--- src/rtl/div_sequencer_pkg.sv ---
// Shared op codes, FSM state encodings and result-valid levels for the RV32M divide sequencer.
package div_sequencer_pkg;

  localparam int DIV_W = 32;

  localparam logic [1:0] EXE_DIV_OP  = 2'b00;
  localparam logic [1:0] EXE_DIVU_OP = 2'b01;
  localparam logic [1:0] EXE_REM_OP  = 2'b10;
  localparam logic [1:0] EXE_REMU_OP = 2'b11;

  typedef enum logic [1:0] {
    DivFree   = 2'b00,
    DivByZero = 2'b01,
    DivOn     = 2'b10,
    DivEnd    = 2'b11
  } div_state_e;

  localparam logic DivResultReady    = 1'b1;
  localparam logic DivResultNotReady = 1'b0;

  function automatic logic [DIV_W-1:0] magnitude(input logic [DIV_W-1:0] v, input logic neg);
    return neg ? -v : v;
  endfunction

endpackage

--- src/rtl/div_sequencer_div_step.sv ---
// One restoring shift-subtract iteration: shift {rem, quot} left, subtract divisor when it fits.
module div_step #(
  parameter int W = 32
) (
  input  logic [W-1:0] rem,
  input  logic [W-1:0] quot,
  input  logic [W-1:0] divisor,
  output logic [W-1:0] rem_next,
  output logic [W-1:0] quot_next
);

  // The shifted partial remainder can reach W+1 bits before the subtract.
  logic [W:0] trial;
  logic [W:0] diff;

  assign trial = {rem, quot[W-1]};
  assign diff  = trial - {1'b0, divisor};

  always_comb begin
    rem_next  = trial[W-1:0];
    quot_next = {quot[W-2:0], 1'b0};
    if (trial >= {1'b0, divisor}) begin
      rem_next  = diff[W-1:0];
      quot_next = {quot[W-2:0], 1'b1};
    end
  end

endmodule

--- src/rtl/div_sequencer.sv ---
// RV32M DIV/DIVU/REM/REMU sequencer: 32-cycle restoring divider with stall request.
// Optional build macro DIV_EARLY_OUT_EN skips the loop when |divisor| > |dividend|.
module div_sequencer
  import div_sequencer_pkg::*;
#(
  parameter int WIDTH = 32
) (
  input  logic             clk,
  input  logic             rst,
  input  logic [1:0]       op_i,
  input  logic [WIDTH-1:0] opdata1_i,
  input  logic [WIDTH-1:0] opdata2_i,
  input  logic             start_i,
  input  logic             annul_i,
  output logic [WIDTH-1:0] result_o,
  output logic             ready_o,
  output logic             stallreq_o
);

  div_state_e       state, state_nxt;
  logic [1:0]       op_q;
  logic [4:0]       cnt;
  logic [WIDTH-1:0] rem, quot, divisor;
  logic [WIDTH-1:0] rem_step, quot_step;
  logic             neg_quot, neg_rem, fix_en;

  logic             is_signed, sgn1, sgn2, div_zero, early;
  logic [WIDTH-1:0] mag1, mag2;
  logic [WIDTH-1:0] quot_fix, rem_fix, res_fix;

  assign is_signed = ~op_i[0];
  assign sgn1      = is_signed & opdata1_i[WIDTH-1];
  assign sgn2      = is_signed & opdata2_i[WIDTH-1];
  assign mag1      = magnitude(opdata1_i, sgn1);
  assign mag2      = magnitude(opdata2_i, sgn2);
  assign div_zero  = (opdata2_i == '0);

`ifdef DIV_EARLY_OUT_EN
  assign early = ~div_zero & (mag2 > mag1);
`else
  assign early = 1'b0;
`endif

  div_step #(.W(WIDTH)) u_step (
    .rem       (rem),
    .quot      (quot),
    .divisor   (divisor),
    .rem_next  (rem_step),
    .quot_next (quot_step)
  );

  // Divide-by-zero results bypass the sign fix-up via fix_en.
  assign quot_fix = (fix_en & neg_quot) ? -quot : quot;
  assign rem_fix  = (fix_en & neg_rem)  ? -rem  : rem;
  assign res_fix  = op_q[1] ? rem_fix : quot_fix;

  always_ff @(posedge clk or posedge rst) begin
    if (rst) state <= DivFree;
    else     state <= state_nxt;
  end

  always_comb begin
    state_nxt = state;
    if (annul_i) begin
      state_nxt = DivFree;
    end else begin
      case (state)
        DivFree:   if (start_i) state_nxt = div_zero ? DivByZero : (early ? DivEnd : DivOn);
        DivOn:     if (cnt == 5'd31) state_nxt = DivEnd;
        DivByZero: state_nxt = DivEnd;
        DivEnd:    if (!start_i) state_nxt = DivFree;
        default:   state_nxt = DivFree;
      endcase
    end
  end

  always_comb begin
    stallreq_o = start_i & ~annul_i & (state != DivEnd);
  end

  always_ff @(posedge clk or posedge rst) begin
    if (rst) begin
      op_q     <= '0;
      cnt      <= '0;
      rem      <= '0;
      quot     <= '0;
      divisor  <= '0;
      neg_quot <= 1'b0;
      neg_rem  <= 1'b0;
      fix_en   <= 1'b0;
      ready_o  <= DivResultNotReady;
      result_o <= '0;
    end else if (annul_i) begin
      ready_o  <= DivResultNotReady;
      result_o <= '0;
    end else begin
      case (state)
        DivFree: begin
          if (start_i) begin
            op_q     <= op_i;
            divisor  <= mag2;
            neg_quot <= sgn1 ^ sgn2;
            neg_rem  <= sgn1;
            cnt      <= '0;
            if (div_zero) begin
              rem    <= opdata1_i;
              quot   <= '1;
              fix_en <= 1'b0;
            end else if (early) begin
              rem    <= mag1;
              quot   <= '0;
              fix_en <= 1'b1;
            end else begin
              rem    <= '0;
              quot   <= mag1;
              fix_en <= 1'b1;
            end
          end
        end
        DivOn: begin
          rem  <= rem_step;
          quot <= quot_step;
          cnt  <= cnt + 5'd1;
        end
        DivEnd: begin
          if (start_i) begin
            ready_o  <= DivResultReady;
            result_o <= res_fix;
          end else begin
            ready_o  <= DivResultNotReady;
            result_o <= '0;
          end
        end
        default: ;
      endcase
    end
  end

endmodule
--- config.mk ---
export PLATFORM = sky130hd
export DESIGN_NAME = div_sequencer
export DESIGN_NICKNAME = d
export VERILOG_FILES = /design/src/rtl/div_sequencer_pkg.sv /design/src/rtl/div_sequencer_div_step.sv /design/src/rtl/div_sequencer.sv
export SDC_FILE = /design/constraint.sdc
export NUM_CORES = 1
export LEC_CHECK = 0
export BUFFER_PORTS_ARGS = -buffer_cell sky130_fd_sc_hd__clkbuf_2
export CAP_MARGIN = 0
export CORE_ASPECT_RATIO = 1.1
export CORE_MARGIN = 1
export CORE_UTILIZATION = 35
export DETAILED_ROUTE_END_ITERATION = 7
export PLACE_DENSITY = 0.61
export SYNTH_ARGS = -nofsm -noshare
export SYNTH_HDL_FRONTEND = slang
export SYNTH_SLANG_ARGS = --single-unit
--- constraint.sdc ---
create_clock -name clk -period 4 [get_ports clk]
set_input_delay 0.4 -clock clk [delete_from_list [all_inputs] [get_ports clk]]
set_output_delay 0.4 -clock clk [all_outputs]
set_load 0.02 [all_outputs]
Word level (Yosys, flattened, before mapping)
Cells that the tools add are included.
Word-level totals
  output and inout bits: 34
  logic and storage cells: 71
  bits of input ports: 70
  register bits: 141
Cells by class
  add/sub/neg operators: 6
  reduce and logical (&&, ||, !) cells: 7
  $lt $le $gt $ge: 1
  eq/ne operators: 9
  muxes and demuxes: 28
  bitwise gates (word level): 9
Operators with widths (count)
  2-to-1 mux 32 bit: 13
  negator 32 bit: 4
  one-hot mux 32 bit (2 select lines): 2
  greater-or-equal comparator 33 x 32 -> 1 bit: 1
  logical NOT 32 bit: 1
  subtractor 32 bit: 1
  2-to-1 mux 2 bit: 5
  one-hot mux 5 bit (2 select lines): 1
  inequality test 3 bit (second input constant): 3
  AND reduction 3 bit: 3
  one-hot mux 2 bit (4 select lines): 1
  bitwise AND 1 bit: 6
  adder 5 x 1 -> 5 bit (second input constant): 1
  equality test 5 bit (second input constant): 1
  2-to-1 mux 1 bit: 5
  2-to-1 mux 5 bit: 1
  equality test 2 bit (second input constant): 2
  inequality test 2 bit (second input constant): 2
  nonzero test 2 bit: 2
  equality test 2 x 1 -> 1 bit (second input constant): 1
  logical NOT 2 bit: 1
  inverter 1 bit: 2
  bitwise XOR 1 bit: 1

Longest topological paths before layout
  depth after elaboration: 6
  depth in mapped cells: 13
  gate-level depth less buffers: 13

Hierarchy
A second synthesis with hierarchy kept.
Second synthesis, totals
  cell total of the unflattened synthesis: 1358
  area total of the unflattened synthesis: 11537.3 um2
Modules (own cells, without submodules)
  div_sequencer: area an instance 8973.6 um2, times used 1, seq. area each 3503.4 um2, cells an instance 1004
  div_step: area an instance 2563.7 um2, times used 1, seq. area each 0.0 um2, cells an instance 354

Least setup slack after synthesis
No wires, ideal clock.
  path type: register -> register
  start point: register quot[31]
  end point: register rem[30]
  path buffers: 0
  clock period less this slack: 2.967 ns
  setup slack: 1.033 ns
  library setup time: 0.069 ns
  data required time: 3.931 ns
  cell stages (with the launch flop): 14
  arrival: 2.898 ns
  cell sequence: dfrtp_1 -> inv_1 -> ha_1 -> inv_1 -> fa_1 -> a21o_1 -> a41oi_1 -> a31oi_1 -> a21o_1 -> a2111oi_0 -> o211ai_1 -> xnor2_1 -> a211o_1 -> nand3_1
On the way
  longest elaborated chain between the ends: 3
  elaborated cells between the ends (all ways): 4
  classes of those cells: 1 x add/sub; 1 x order compare; 2 x mux
RTL lines
  start: declaration: RTL line div_sequencer.sv:23  | logic [WIDTH-1:0] rem, quot, divisor;
  start signal: assignment: RTL line div_sequencer.sv:115  | quot <= mag1;
  start signal: assignment: RTL line div_sequencer.sv:122  | quot <= quot_step;
  subtractor 32 bit or greater-or-equal comparator 33 x 32 -> 1 bit (tied branches): RTL line div_sequencer_div_step.sv:17, div_sequencer_div_step.sv:22
  2-to-1 mux 32 bit (*): RTL line div_sequencer_div_step.sv:22  | if (trial >= {1'b0, divisor}) begin
  one-hot mux 32 bit (2 select lines) (*): RTL line div_sequencer.sv:97  | case (state)
  end signal: assignment: RTL line div_sequencer.sv:106  | rem <= opdata1_i;
  end signal: assignment: RTL line div_sequencer.sv:110  | rem <= mag1;
  end signal: assignment: RTL line div_sequencer.sv:121  | rem <= rem_step;
  end: declaration: RTL line div_sequencer.sv:23
Every way passes the cells marked *; elsewhere a longest branch is shown, timed or not.
A chain may end at the register's enable or synchronous reset.

Final worst setup path
  start point: register rem[21]
  end point: register rem[27]
On the way
  longest elaborated chain between the ends: 3
  elaborated cells between the ends (all ways): 4
  classes of those cells: 1 x add/sub; 1 x order compare; 2 x mux
RTL lines (RTL line)
  subtractor 32 bit or greater-or-equal comparator 33 x 32 -> 1 bit (tied branches): div_sequencer_div_step.sv:17, div_sequencer_div_step.sv:22
  2-to-1 mux 32 bit (*): div_sequencer_div_step.sv:22
  one-hot mux 32 bit (2 select lines) (*): div_sequencer.sv:97
Marks and branches as above.

==> impl_metrics.sql <==
INSERT INTO impl_metrics (metric_group, metric, value, unit) VALUES
('die', 'num_io_pins', '104', ''),
('global_route', 'global_route.overflow_total', '0', ''),
('timing', 'unrepaired_setup_endpoints_after_global_routing', 'false', ''),
('cts', 'worst_skew_pair.late_latency', '440', 'ps'),
('drt', 'routed_wl', '31.4', 'mm'),
('placed_design', 'numPortBuffers', '103', ''),
('timing', 'layout_min_cycle_time', '3650', 'ps'),
('critical_path', 'crit_cells', '11', ''),
('final_layout', 'final_area', '12500', 'µm²'),
('critical_path', 'reg2reg_from', 'rem[21]', ''),
('critical_path', 'required', '4320', 'ps'),
('cts', 'buffers_inserted_by_post_cts_timing_repair', '0', ''),
('pwr', 'powerDensity', '876', 'nW/µm²'),
('yosys', 'ys_seq_elements', '140', ''),
('cts', 'cts-resized-gates', '0', ''),
('global_route', 'grt.total_usage', '20.0', '%'),
('critical_path', 'sum_of_buffers_and_inverters_on_the_critical_path', '1', ''),
('cts', 'cts_hold_repair.buffers', '0', ''),
('yosys', 'synth_top_area_cell', 'sky130_fd_sc_hd__dfrtp_1', ''),
('drt', 'route.detailed.vias_per_inst', '5.35', ''),
('critical_path', 'cp-endpoint', 'rem[27]', ''),
('yosys', 'syn-instance-count', '1369', ''),
('worst_hold_path', 'worst_hold_path_type', 'input pin to asynchronous set/reset pin', ''),
('timing', 'timing.max_slew.rel_slack', '31.1', '%'),
('yosys', 'post_synth_num_cell_types', '74', ''),
('critical_path', 'timing.rr.end', 'rem[27]', ''),
('yosys', 'postSynthNetCount', '1481', ''),
('timing', 'hold_viol_final', '0', ''),
('final_layout', 'area_growth_syn_to_layout', '14.1', '%'),
('critical_path', 'critical-path-top-cell-by-count', 'sky130_fd_sc_hd__a21oi_1', ''),
('cts', 'tritoncts.num_buffers', '17', ''),
('critical_path', 'cp_slowest_cell', 'sky130_fd_sc_hd__dfrtp_1', ''),
('yosys', 'ys_dominant_reg_cell', 'sky130_fd_sc_hd__dfrtp_1', ''),
('critical_path', 'r2r.worst_path.cells', '11', ''),
('critical_path', 'setup_crit_start_kind', 'register', ''),
('critical_path', 'cp_cell_sequence', 'ha_1, a21oi_1, o211ai_1, a221oi_1, a21boi_1, a2111oi_2, nand2_1, buf_4, and4_1, nor3_1, a21oi_1', ''),
('die', 'fp.dieW', '170', 'µm'),
('timing', 'fin_worst_hold_slack', '115', 'ps'),
('timing', 'setup-violations-final', '0', ''),
('timing', 'skew', '8.33', 'ps'),
('final_layout', 'fin_util', '40.7', '%'),
('timing', 'setup_total_negative_slack', '0', 'ps'),
('global_route', 'antenna_violations_before_repair', '0', ''),
('flow_run', 'cap_violations', '0', ''),
('die', 'die_height', '187', 'µm'),
('final_layout', 'count_of_nets_after_finishing', '1540', ''),
('timing', 'worst_slew_pin_slew', '1030', 'ps'),
('yosys', 'yosys_top_cell_area_share', '32.1', '%'),
('yosys', 'async_reset_ff_share', '100', '%'),
('cts', 'cts-root-buf', 'sky130_fd_sc_hd__clkbuf_16', ''),
('timing', 'max_freq', '0.274', 'GHz'),
('cts', 'path_clk_slew', '60', 'ps'),
('pwr', 'power.ir.vdd_worst', '435', 'µV'),
('die', 'coreArea', '30600', 'µm²'),
('critical_path', 'setup.reg_to_reg.worst_slack', '350', 'ps'),
('yosys', 'ys.warnings.count', '0', ''),
('outcome', 'outcome', 'completed', ''),
('yosys', 'synth_top_cells_by_area', 'sky130_fd_sc_hd__dfrtp_1 32%, sky130_fd_sc_hd__a21oi_1 6.6%, sky130_fd_sc_hd__xnor2_1 6.5%', ''),
('drt', 'route.detailed.drc', '0', ''),
('placed_design', 'placedCellCount', '1823', ''),
('final_layout', 'final_cell_count_no_fill', '1855', ''),
('final_layout', 'insertedDiodeCount', '0', ''),
('final_layout', 'final_layout_size_suffix_gt1_share', '12.8', '%'),
('cts', 'cts_htree_levels', '4', ''),
('global_route', 'grt_first_pass_wirelength', '50.4', 'mm'),
('pwr', 'p_leak', '5.46', 'nW'),
('drt', 'num_vias', '9933', ''),
('critical_path', 'worst_ep_arrival_time', '3970', 'ps'),
('critical_path', 'worst-setup-path-type', 'register to register', ''),
('global_route', 'grt_max_degree', '101', ''),
('die', 'floorplan.initialDensity', '35.7', '%');
## synth_stat cells (17+ instances only)
| cell | n |
|---|---|
| sky130_fd_sc_hd__nand2_1 | 178 |
| sky130_fd_sc_hd__nand3_1 | 25 |
| sky130_fd_sc_hd__dfrtp_1 | 140 |
| sky130_fd_sc_hd__ha_1 | 41 |
| sky130_fd_sc_hd__clkbuf_1 | 65 |
| sky130_fd_sc_hd__xor2_1 | 65 |
| sky130_fd_sc_hd__o21ai_0 | 79 |
| sky130_fd_sc_hd__nor3_1 | 35 |
| sky130_fd_sc_hd__o31ai_1 | 17 |
| sky130_fd_sc_hd__o21ai_1 | 67 |
| sky130_fd_sc_hd__xnor2_1 | 81 |
| sky130_fd_sc_hd__a31oi_1 | 25 |
| sky130_fd_sc_hd__inv_1 | 62 |
| sky130_fd_sc_hd__a21o_1 | 19 |
| sky130_fd_sc_hd__a22o_1 | 22 |
| sky130_fd_sc_hd__o211ai_1 | 18 |
| sky130_fd_sc_hd__nor2_1 | 85 |
| sky130_fd_sc_hd__a21oi_1 | 145 |
## sequential cells by signal, summed over array words and instances (netlist names)
| signal | flops |
|---|---|
| divisor | 32 |
| quot | 32 |
| rem | 32 |
| result_o | 32 |
| cnt | 5 |
| state | 2 |
| fix_en | 1 |
| neg_quot | 1 |
| neg_rem | 1 |
| op_q | 1 |
| ready_o | 1 |
## worst min path at each step
| stage | to | startpoint | depth (start not counted) |
|---|---|---|---|
| after floorplan | cnt[4] | cnt[4] | 2 |
| after global placement | ready_o | ready_o | 1 |
| after detailed placement | ready_o | ready_o | 1 |
| after CTS | result_o[27] | rst | 2 |
| after global routing | result_o[27] | rst | 2 |
| final | result_o[29] | rst | 2 |
## stage by stage
step | total power [W] | worst slack [ps]
2_1_floorplan | 0.00739 | 1030
3_3_place_gp | 0.00902 | 512
3_5_place_dp | 0.00908 | 418
4_1_cts | 0.0109 | 396
5_1_grt | 0.0119 | 90.9
6_report | 0.0109 | 349
## kinds of logic (layout without fill, tap and decap cells)
| kind of cell | Yosys count | count (layout) | synth area share [%] |
|---|---|---|---|
| compound gates | 464 | 464 | 26.2 |
| xor+xnor | 146 | 146 | 11.7 |
| fa+ha+maj | 42 | 42 | 4.88 |
| buf+inv | 146 | 218 | 5.32 |
| flops | 140 | 140 | 32.1 |
| mux | 9 | 9 | 0.859 |
| simple gates | 422 | 422 | 18.9 |
## worst reg2reg max path: cells and delay by family (launching register included)
family | cells | cell delay (ps)
DFF | 1 | 470
AOI/OAI and AO/OA | 6 | 1590
adders and majority gates | 1 | 380
and+or+nand+nor | 3 | 770
buffers and inverters | 1 | 320
## power by group
| group | switching, W | internal (W) | leakage (nW) |
|---|---|---|---|
| logic | 0.00393 | 0.00256 | 3.34 |
| registers | 0.000719 | 0.00192 | 1.80 |
| clock network | 0.000639 | 0.00115 | 0.319 |
| total | 0.00528 | 0.00563 | 5.46 |
## routing by layer
metal | global-route usage (%) | up-vias | share of wire (%)
li1 | - | 5028 | -
met1 | 29.1 | 4612 | 50
met2 | 30.7 | 264 | 44
met3 | 2.09 | 29 | 4.3
met4 | 6.72 | 0 | 1.9
met5 | 0 | - | 0
## final cells by class
class                           instances  area [µm²]
Fill cell                            3144       18100
Multi-Input combinational cell       1083        6840
Tap cell                              414         518
Inverter                               62         236
Clock buffer                           21         470
Sequential cell                       140        3500
Clock inverter                         11         189
Timing Repair Buffer                  124         698
Note: power is estimated with default switching activity, not from simulation.
